<file path="config.mk">
export PLATFORM = sky130hd
export DESIGN_NAME = mem_access_unit_flat
export DESIGN_NICKNAME = d
export VERILOG_FILES = /design/src/rtl/mem_access_if.sv /design/src/rtl/mem_access_unit.sv /design/src/flat_wrapper.sv
export SDC_FILE = /design/constraint.sdc
export NUM_CORES = 1
export LEC_CHECK = 0
export BUFFER_PORTS_ARGS = -buffer_cell sky130_fd_sc_hd__buf_2
export CAP_MARGIN = 5
export CORE_MARGIN = 4
export CORE_UTILIZATION = 55
export CTS_BUF_LIST = sky130_fd_sc_hd__clkbuf_4 sky130_fd_sc_hd__clkbuf_8 sky130_fd_sc_hd__clkbuf_16
export DETAILED_ROUTE_END_ITERATION = 8
export GPL_ROUTABILITY_DRIVEN = 1
export PLACE_DENSITY = 0.85
export REMOVE_ABC_BUFFERS = 1
export SLEW_MARGIN = 15
export SYNTH_ARGS = -nofsm -noshare
export SYNTH_HDL_FRONTEND = slang
export SYNTH_SLANG_ARGS = --single-unit
</file>
<file path="constraint.sdc">
create_clock -name clock -period 6.55 [get_ports clock]
set_clock_uncertainty 0.15 [all_clocks]
set_input_delay 0.9825 -clock clock [delete_from_list [all_inputs] [get_ports clock]]
set_output_delay 0.9825 -clock clock [all_outputs]
set_load 0.01 [all_outputs]
</file>
<file path="src/rtl/mem_access_if.sv">
// Request/response and memory-port bundle for mem_access_unit.
// slave: the access unit's view; master: core and memory side.
interface mem_access_if #(
    parameter int ADDR_BITS = 24
);
    logic                 req_valid;
    logic                 req_ready;
    logic                 req_write;
    logic [1:0]           req_size;
    logic                 req_signed;
    logic [ADDR_BITS-1:0] req_addr;
    logic [31:0]          req_wdata;
    logic                 resp_valid;
    logic [31:0]          resp_rdata;
    logic                 resp_fault;
    logic [ADDR_BITS-1:0] mem_addr;
    logic [31:0]          mem_wdata;
    logic                 mem_wren;
    logic [31:0]          mem_q;

    modport slave (
        input  req_valid, req_write, req_size, req_signed,
        input  req_addr, req_wdata, mem_q,
        output req_ready, resp_valid, resp_rdata, resp_fault,
        output mem_addr, mem_wdata, mem_wren
    );

    modport master (
        output req_valid, req_write, req_size, req_signed,
        output req_addr, req_wdata, mem_q,
        input  req_ready, resp_valid, resp_rdata, resp_fault,
        input  mem_addr, mem_wdata, mem_wren
    );
endinterface

</file>
<file path="src/rtl/mem_access_unit.sv">
// Load/store access stage: sub-word loads, rotated word loads,
// sub-word stores by read-modify-write on a word-only memory port.
// Ports: clock, reset_n (sync, active low), bus (mem_access_if.slave).
module mem_access_unit #(
    parameter int ADDR_BITS = 24,
    parameter int DATA_BITS = 32
) (
    input  logic        clock,
    input  logic        reset_n,
    mem_access_if.slave bus
);
    typedef enum logic [1:0] {IDLE, ACCESS, WRITE, RESP} state_e;

    state_e               state_q, state_d;
    logic                 write_q, write_d;
    logic [1:0]           size_q, size_d;
    logic                 signed_q, signed_d;
    logic [ADDR_BITS-1:0] addr_q, addr_d;
    logic [DATA_BITS-1:0] wdata_q, wdata_d;
    logic [DATA_BITS-1:0] merge_q, merge_d;
    logic [DATA_BITS-1:0] rdata_q, rdata_d;
    logic                 fault_q, fault_d;
    logic [ADDR_BITS-1:0] maddr_q, maddr_d;
    logic [DATA_BITS-1:0] mwdata_q, mwdata_d;
    logic                 wren;

    // Lane select via a doubled-word right shift; the same shift
    // gives the ARMv4 rotation for word loads.
    function automatic logic [31:0] fmt_load(
        input logic [31:0] q,
        input logic [1:0]  size,
        input logic        sgn,
        input logic [1:0]  lane
    );
        logic [63:0] dbl;
        logic [31:0] rot;
        logic [15:0] h;
        logic [31:0] r;
        dbl = {q, q} >> {lane, 3'b000};
        rot = dbl[31:0];
        h   = lane[1] ? q[31:16] : q[15:0];
        unique case (1'b1)
            size[1]:            r = rot;
            !size[1] && size[0]: r = {{16{sgn & h[15]}}, h};
            default:            r = {{24{sgn & rot[7]}}, rot[7:0]};
        endcase
        return r;
    endfunction

    function automatic logic [31:0] merge_store(
        input logic [31:0] old,
        input logic [31:0] wd,
        input logic        half,
        input logic [1:0]  lane
    );
        logic [31:0] r;
        r = old;
        if (half) begin
            if (lane[1]) r[31:16] = wd[15:0];
            else         r[15:0]  = wd[15:0];
        end else begin
            r[{lane, 3'b000} +: 8] = wd[7:0];
        end
        return r;
    endfunction

    always_comb begin
        state_d  = state_q;
        write_d  = write_q;
        size_d   = size_q;
        signed_d = signed_q;
        addr_d   = addr_q;
        wdata_d  = wdata_q;
        merge_d  = merge_q;
        rdata_d  = rdata_q;
        fault_d  = fault_q;
        maddr_d  = maddr_q;
        mwdata_d = mwdata_q;
        wren     = 1'b0;
        unique case (state_q)
            IDLE: begin
                if (bus.req_valid) begin
                    write_d  = bus.req_write;
                    size_d   = bus.req_size;
                    signed_d = bus.req_signed;
                    addr_d   = bus.req_addr;
                    wdata_d  = bus.req_wdata;
                    rdata_d  = '0;
                    fault_d  = (bus.req_size == 2'b01) && bus.req_addr[0];
                    if (fault_d) begin
                        state_d = RESP;
                    end else begin
                        maddr_d = {bus.req_addr[ADDR_BITS-1:2], 2'b00};
                        state_d = ACCESS;
                    end
                end
            end
            ACCESS: begin
                if (!write_q) begin
                    rdata_d = fmt_load(bus.mem_q, size_q, signed_q,
                                       addr_q[1:0]);
                    state_d = RESP;
                end else if (size_q[1]) begin
                    wren     = 1'b1;
                    mwdata_d = wdata_q;
                    state_d  = RESP;
                end else begin
                    merge_d = bus.mem_q;
                    state_d = WRITE;
                end
            end
            WRITE: begin
                wren     = 1'b1;
                mwdata_d = merge_store(merge_q, wdata_q, size_q[0],
                                       addr_q[1:0]);
                state_d  = RESP;
            end
            RESP: begin
                state_d = IDLE;
            end
            default: state_d = IDLE;
        endcase
    end

    always_ff @(posedge clock) begin
        if (!reset_n) begin
            state_q  <= IDLE;
            write_q  <= 1'b0;
            size_q   <= 2'b00;
            signed_q <= 1'b0;
            addr_q   <= '0;
            wdata_q  <= '0;
            merge_q  <= '0;
            rdata_q  <= '0;
            fault_q  <= 1'b0;
            maddr_q  <= '0;
            mwdata_q <= '0;
        end else begin
            state_q  <= state_d;
            write_q  <= write_d;
            size_q   <= size_d;
            signed_q <= signed_d;
            addr_q   <= addr_d;
            wdata_q  <= wdata_d;
            merge_q  <= merge_d;
            rdata_q  <= rdata_d;
            fault_q  <= fault_d;
            maddr_q  <= maddr_d;
            mwdata_q <= mwdata_d;
        end
    end

    // Write data is combinational during the write cycle and
    // holds the last driven value otherwise.
    assign bus.mem_wdata  = mwdata_d;
    assign bus.mem_wren   = wren & reset_n;
    assign bus.mem_addr   = maddr_q;
    assign bus.req_ready  = reset_n && (state_q == IDLE);
    assign bus.resp_valid = (state_q == RESP);
    assign bus.resp_rdata = rdata_q;
    assign bus.resp_fault = fault_q;
endmodule

</file>
<file path="src/flat_wrapper.sv">
// flat-port wrapper written by rule: the top's interface ports become plain ports
module mem_access_unit_flat 
#(
    parameter int ADDR_BITS = 24,
    parameter int DATA_BITS = 32
)
  (clock, reset_n, bus_req_valid, bus_req_write, bus_req_size, bus_req_signed, bus_req_addr, bus_req_wdata, bus_mem_q, bus_req_ready, bus_resp_valid, bus_resp_rdata, bus_resp_fault, bus_mem_addr, bus_mem_wdata, bus_mem_wren);
  mem_access_if #(.ADDR_BITS(ADDR_BITS)) bus_i ();
  input  logic clock;
  input  logic reset_n;
  input wire logic [$bits(bus_i.req_valid)-1:0] bus_req_valid;
  input wire logic [$bits(bus_i.req_write)-1:0] bus_req_write;
  input wire logic [$bits(bus_i.req_size)-1:0] bus_req_size;
  input wire logic [$bits(bus_i.req_signed)-1:0] bus_req_signed;
  input wire logic [$bits(bus_i.req_addr)-1:0] bus_req_addr;
  input wire logic [$bits(bus_i.req_wdata)-1:0] bus_req_wdata;
  input wire logic [$bits(bus_i.mem_q)-1:0] bus_mem_q;
  output wire logic [$bits(bus_i.req_ready)-1:0] bus_req_ready;
  output wire logic [$bits(bus_i.resp_valid)-1:0] bus_resp_valid;
  output wire logic [$bits(bus_i.resp_rdata)-1:0] bus_resp_rdata;
  output wire logic [$bits(bus_i.resp_fault)-1:0] bus_resp_fault;
  output wire logic [$bits(bus_i.mem_addr)-1:0] bus_mem_addr;
  output wire logic [$bits(bus_i.mem_wdata)-1:0] bus_mem_wdata;
  output wire logic [$bits(bus_i.mem_wren)-1:0] bus_mem_wren;
  assign bus_i.req_valid = bus_req_valid;
  assign bus_i.req_write = bus_req_write;
  assign bus_i.req_size = bus_req_size;
  assign bus_i.req_signed = bus_req_signed;
  assign bus_i.req_addr = bus_req_addr;
  assign bus_i.req_wdata = bus_req_wdata;
  assign bus_i.mem_q = bus_mem_q;
  assign bus_req_ready = bus_i.req_ready;
  assign bus_resp_valid = bus_i.resp_valid;
  assign bus_resp_rdata = bus_i.resp_rdata;
  assign bus_resp_fault = bus_i.resp_fault;
  assign bus_mem_addr = bus_i.mem_addr;
  assign bus_mem_wdata = bus_i.mem_wdata;
  assign bus_mem_wren = bus_i.mem_wren;
  mem_access_unit #(.ADDR_BITS(ADDR_BITS), .DATA_BITS(DATA_BITS)) u_core (.clock(clock), .reset_n(reset_n), .bus(bus_i));
endmodule
</file>
Word level (Yosys, flattened, before mapping). Cells that the tools add are included.

Bits in registers: 159. Bits in latches: 0. RAM bits: 0. Bits in read-only memories: 0. Word-level logic and storage cells: 56. Memories kept: 0.

$add $sub $neg: 1. $mul: 0. Divide/modulo/power cells: 0. $lt $le $gt $ge: 0. Eq/ne operators: 6. Shift-type cells: 3. Multiplexer cells: 20. Bitwise operators: 5. Reductions and logical operators: 10.

Operators by type and width (number): $pmux 32 s2 (3); $mux 32 (5); $shr 64x5->32 (1); $mux 16 (3); $bwmux 32 (1); $shift 8x7->32 const A (1); $shiftx 8x7->32 (1); $reduce_and 3->1 (3); $pmux 2 s4 (1); $neg 5->7 (1); $mux 2 (3); $eq 2x1->1 const B (2); $eq 2x2->1 const B (2); $ne 2x2->1 const B (2); $and 1x1->1 (3); $logic_and 1x1->1 (3); $mux 1 (3); $logic_not 2->1 (1); $not 1->1 (2); $pmux 1 s2 (1); $reduce_and 2->1 (1); $reduce_bool 2->1 (1); $logic_not 1->1 (1).

Longest topological paths before layout.
Depth in word-level cells: 5. Depth in mapped cells: 10. Depth with buffers taken out: 6.

Worst setup path before layout. OpenSTA, ideal clock, no wires.

Path kind: flip-flop to output port. Start: register u_core.addr_q[0]. End: output port bus_mem_wdata[10]. Data arrival time: 2.435 ns. Data required time: 5.418 ns. Path slack: 2.983 ns. Cell stages (with the launch flop): 11. Buffers on the path: 4. Path through: dfxtp_1 buf_6 buf_6 buf_6 inv_1 ha_1 and4b_1 clkbuf_1 a221o_1 a32o_1 a22o_1.

Cells in the longest elaborated chain, start to end: 5. Elaborated cells between the ends (all ways): 6. Classes of those cells: add/sub (1); shift (2); mux (3).

Ends and longest elaborated chain: from (decl) (line mem_access_unit.sv:18) `logic [ADDR_BITS-1:0] addr_q, addr_d;`; from (signal assigned) (line mem_access_unit.sv:143) `addr_q <= addr_d;`; $neg 5->7 * (line mem_access_unit.sv:62) `r[{lane, 3'b000} +: 8] = wd[7:0];`; $shiftx 8x7->32 or $shift 8x7->32 (tied branches) (line mem_access_unit.sv:62); $bwmux 32 * (line mem_access_unit.sv:62); $mux 32 * (line mem_access_unit.sv:58) `if (half) begin`; $pmux 32 s2 * (line mem_access_unit.sv:80) `unique case (state_q)`; to (decl) (line flat_wrapper.sv:23) `output wire logic [$bits(bus_i.mem_wdata)-1:0] bus_mem_wdata;`.

Mark *: on every way between the ends. The rest lies on a longest branch, timed or not.

Worst setup path after layout.
Start: register u_core.addr_q[1]. End: output port bus_mem_wdata[28].

Cells in the longest elaborated chain, start to end: 5. Elaborated cells between the ends (all ways): 7. Classes of those cells: add/sub (1); shift (2); mux (4).

Ends and longest elaborated chain (line): $neg 5->7 (mem_access_unit.sv:62); $shiftx 8x7->32 or $shift 8x7->32 (tied branches) (mem_access_unit.sv:62); $bwmux 32 (mem_access_unit.sv:62); $mux 32 * (mem_access_unit.sv:58); $pmux 32 s2 * (mem_access_unit.sv:80).

Marks and branches as above.

==> impl_results.md <==
* Status: complete, no violations
* Share of cells above drive strength 1 at 26.2%
* Synth Register Bits at roughly 160
* Seq/Total Area, Yosys at about 40%
* DR vias at slightly below 8k
* Post-CTS setup buffer count at 0
* Worst-margin pin slew at 1.12 ns
* Critical Path Source Type: flop
* Root Driver: clkbuf_16
* Final ANT Viol Nets at 0
* Port buffer count at 184
* Clock transition at path regs at 0.06 ns
* Core Util, Final at 66.0%
* WP data required at 5.42 ns
* Post-CTS Hold Buffers at 0
* Min-delay worst type: reg2reg
* Switching fraction of total power at roughly two fifths
* Most common cell after layout, fill and taps aside: nand2_1
* Sequential power share at a little over a third
* Yosys warning total at 0
* Vias per inst at between 6 and 7
* Flop-to-flop setup slack at 3.18 ns
* Initial Utilization at 56.1%
* Slowest CP cell: nor4bb_2
* Pins Over Slew Limit at 0
* Most frequently used flop master after synthesis: dfxtp_1
* R2r endpoint: u_core.bus.resp_rdata[6]$_SDFFE_PN0P_
* Finished Layout Cells at 1,271
* Final net count at 1,178
* Iter 0 DRT Violations at 780
* Asr flop ratio synth at 0%
* Combinational group share of total power at a little over a third
* First-pass GRT wire length at 38.1 mm
* TritonRoute pass-1 iters at 6
* P&R area growth vs syn at 17.8%
* H-Tree Depth at 4
* Most frequent cells in the layout: nand2_1 (251), buf_2 (184), dfxtp_1 (158), a21oi_1 (119), mux2i_1 (38)
* Clock group share of total power at between 20% and 30%
* Hpwl dp at 16.2 mm
* Routed WL at 24.1 mm
* Critical path origin: u_core.addr_q[1]$_SDFFE_PN0P_
* Met1 Routed Length at ~9.7 mm
* Stages on worst setup path at 7
* DR WL/cell at 19.0 µm
* NetSw at 0.00128 W
* Initial antenna violation count at 0
* CTS tree: built
* Critical path arrival at between 3 and 4 ns
* Static leakage at ~3.8 nW
* Syn Std Cell Area at 8150 µm²
* Peak supply drop at 222 µV
* Top Layer Used: met4
* CP endpoint kind: output pin
* CORE AREA at 14,500 µm²
* Dominant cell type by area after synthesis: dfxtp_1
* Cells after Synth at about 940
* Row count at 44
* Met3 WL post-DR at 2.15 mm
* Post-synth EDFFs at 0
* Max Fclk at about 0.22 GHz
* Synth area leaders: dfxtp_1 (39%), nand2_1 (12%), a21oi_1 (7.3%), mux4_2 (5.3%), mux2i_1 (4.7%)
* Die area at 16,800 µm²
* Final hold violations at 0
* Total GRT Usage at 28.5%
* Post-CTS resize count at 0
* Worst-path cell chain: buf_4 -> ha_1 -> nor4bb_2 -> a221o_1 -> a32o_1 -> a22o_1 -> buf_2
* DP Worst Slack at 2.40 ns
* Min Tclk post-route at between 4 and 5 ns
* CTS max path bufs at 2
* WS Path Type: reg2out
* Grt ovf at 0
* Final worst path period share at 70.4%
* Max FO, Critical Path at 79
* Worst slew margin at 25.1%
* Total power at about 0.0033 W
* Cell area power density at between 300 and 400 nW/µm²
* Final Setup Violations at 0
* Critical R2R Launch: u_core.size_q[0]$_SDFFE_PN0P_
* DIE WIDTH at 130 µm
* Maxcap violations at 0
* Reg2Reg Depth at 5
* Final TNS setup at 0 ns
* Top cell type's share of synthesized area at between 30 and 40%
* Placed Cells at 1,238
* Die height at 130 µm
* Io pins at approximately 190
* Worst Path Buf+Inv at 2
* Clk_lat worst skew at 0.43 ns
* Crit-path leading delay family: buffers and inverters
* DR WL met2 at 11.5 mm
* Sink Count at roughly 160
* Largest net degree at the start of global routing at 80
* Post-route DRC at 0
* Crit path to: bus_mem_wdata[28]
* RSZ-0062 raised after global routing: no
* Clock buffer count from CTS at 17
* Vias in the first global route at 7,602
* Worst stage delay on the critical path at 0.84 ns
* Int Pwr at approximately 0.0020 W
* GPL Wtd Cong at around 0.86
* Final setup margin at between 1.5 and 2 ns
* Yosys cell types at 51
* Syn avg cell area at 8.63 µm²
==> cells in the mapped netlist (8+ instances only) <==
| cell | instances |
|---|---|
| a211oi_1 | 10 |
| mux2i_1 | 38 |
| ha_1 | 10 |
| a21o_1 | 9 |
| a21oi_1 | 119 |
| nand3_1 | 12 |
| a32o_1 | 22 |
| a221o_1 | 24 |
| inv_1 | 11 |
| clkbuf_1 | 52 |
| dfxtp_1 | 159 |
| mux4_2 | 19 |
| nor2_1 | 15 |
| and3_1 | 9 |
| buf_2 | 25 |
| a211oi_2 | 8 |
| o2bb2ai_1 | 8 |
| a221oi_1 | 13 |
| nand2_1 | 252 |
| a22oi_1 | 8 |
| mux2_2 | 9 |
| o211ai_1 | 13 |
| a22o_1 | 36 |
==> metrics by stage <==
stage	hold WS, ns	instance area [µm²]
after detailed placement	0.294	9000
after floorplan	0.282	7740
after CTS	0.303	9590
after global placement	0.289	9000
final	0.300	9600
after global routing	0.319	9600
==> power by group through the flow <==
stage | Sequential (W) | Clock, W | Combinational, W
after global placement | 0.00119 | 0 | 0.00112
after floorplan | 0.00124 | 0 | 0.000698
after global routing | 0.00119 | 0.00104 | 0.00128
final | 0.00118 | 0.000985 | 0.00117
after detailed placement | 0.00119 | 0 | 0.00115
after CTS | 0.00117 | 0.000996 | 0.00116
==> sequential cells by signal, summed over array words and instances, names as in the netlist <==
register,flops
u_core.addr_q,2
u_core.bus.mem_addr,22
u_core.bus.resp_fault,1
u_core.bus.resp_rdata,32
u_core.merge_q,32
u_core.mwdata_q,32
u_core.signed_q,1
u_core.size_q,2
u_core.state_q,2
u_core.wdata_q,32
u_core.write_q,1
==> logic make-up (layout without fill, tap and decap cells) <==
kind of cell / Yosys count / count (layout) / share of synthesized area, %
other cells: 1 / 3 / 0.0460
mux: 66 / 66 / 11.2
flops: 159 / 159 / 39.1
simple gates: 312 / 312 / 15.9
fa+ha+maj: 10 / 10 / 1.54
buf+inv: 99 / 240 / 5.63
compound gates: 297 / 297 / 26.7
==> how the worst min path moves through the flow <==
stage / from / endpoint / slack, ns / depth (start not counted)
CTS: u_core.bus.mem_addr[11]$_SDFFE_PN0P_ / u_core.bus.mem_addr[11]$_SDFFE_PN0P_ / 0.30 / 2
floorplan: u_core.wdata_q[31]$_SDFFE_PN0P_ / u_core.wdata_q[31]$_SDFFE_PN0P_ / 0.28 / 2
detailed placement: u_core.bus.mem_addr[11]$_SDFFE_PN0P_ / u_core.bus.mem_addr[11]$_SDFFE_PN0P_ / 0.29 / 2
global placement: u_core.bus.mem_addr[22]$_SDFFE_PN0P_ / u_core.bus.mem_addr[22]$_SDFFE_PN0P_ / 0.29 / 2
finish: u_core.bus.mem_addr[16]$_SDFFE_PN0P_ / u_core.bus.mem_addr[16]$_SDFFE_PN0P_ / 0.30 / 2
global route: u_core.bus.mem_addr[11]$_SDFFE_PN0P_ / u_core.bus.mem_addr[11]$_SDFFE_PN0P_ / 0.32 / 2
==> layer usage <==
metal / global-route usage [%] / vias to the layer above
met3: 5.61 / 60
met5: 0 / -
met1: 37.1 / 3823
met4: 12.5 / 0
met2: 46.3 / 374
li1: - / 3685
==> tightest hold or removal path, stage by stage (launching register included) <==
cell and delay, ns:
dfxtp_1 0.31, nand2_1 0.05, a21oi_1 0.05
==> cell type report <==
class / count / area, µm²
clock inverter: 12 / 136
antenna: 1 / 2.50
clock buffer: 20 / 454
timing repair buffer: 197 / 1020
sequential: 159 / 3190
multi-input combinational: 687 / 4530
inverter: 11 / 43.8
tap: 184 / 230
fill: 1242 / 4940
Power figures use the tool's default switching activity.
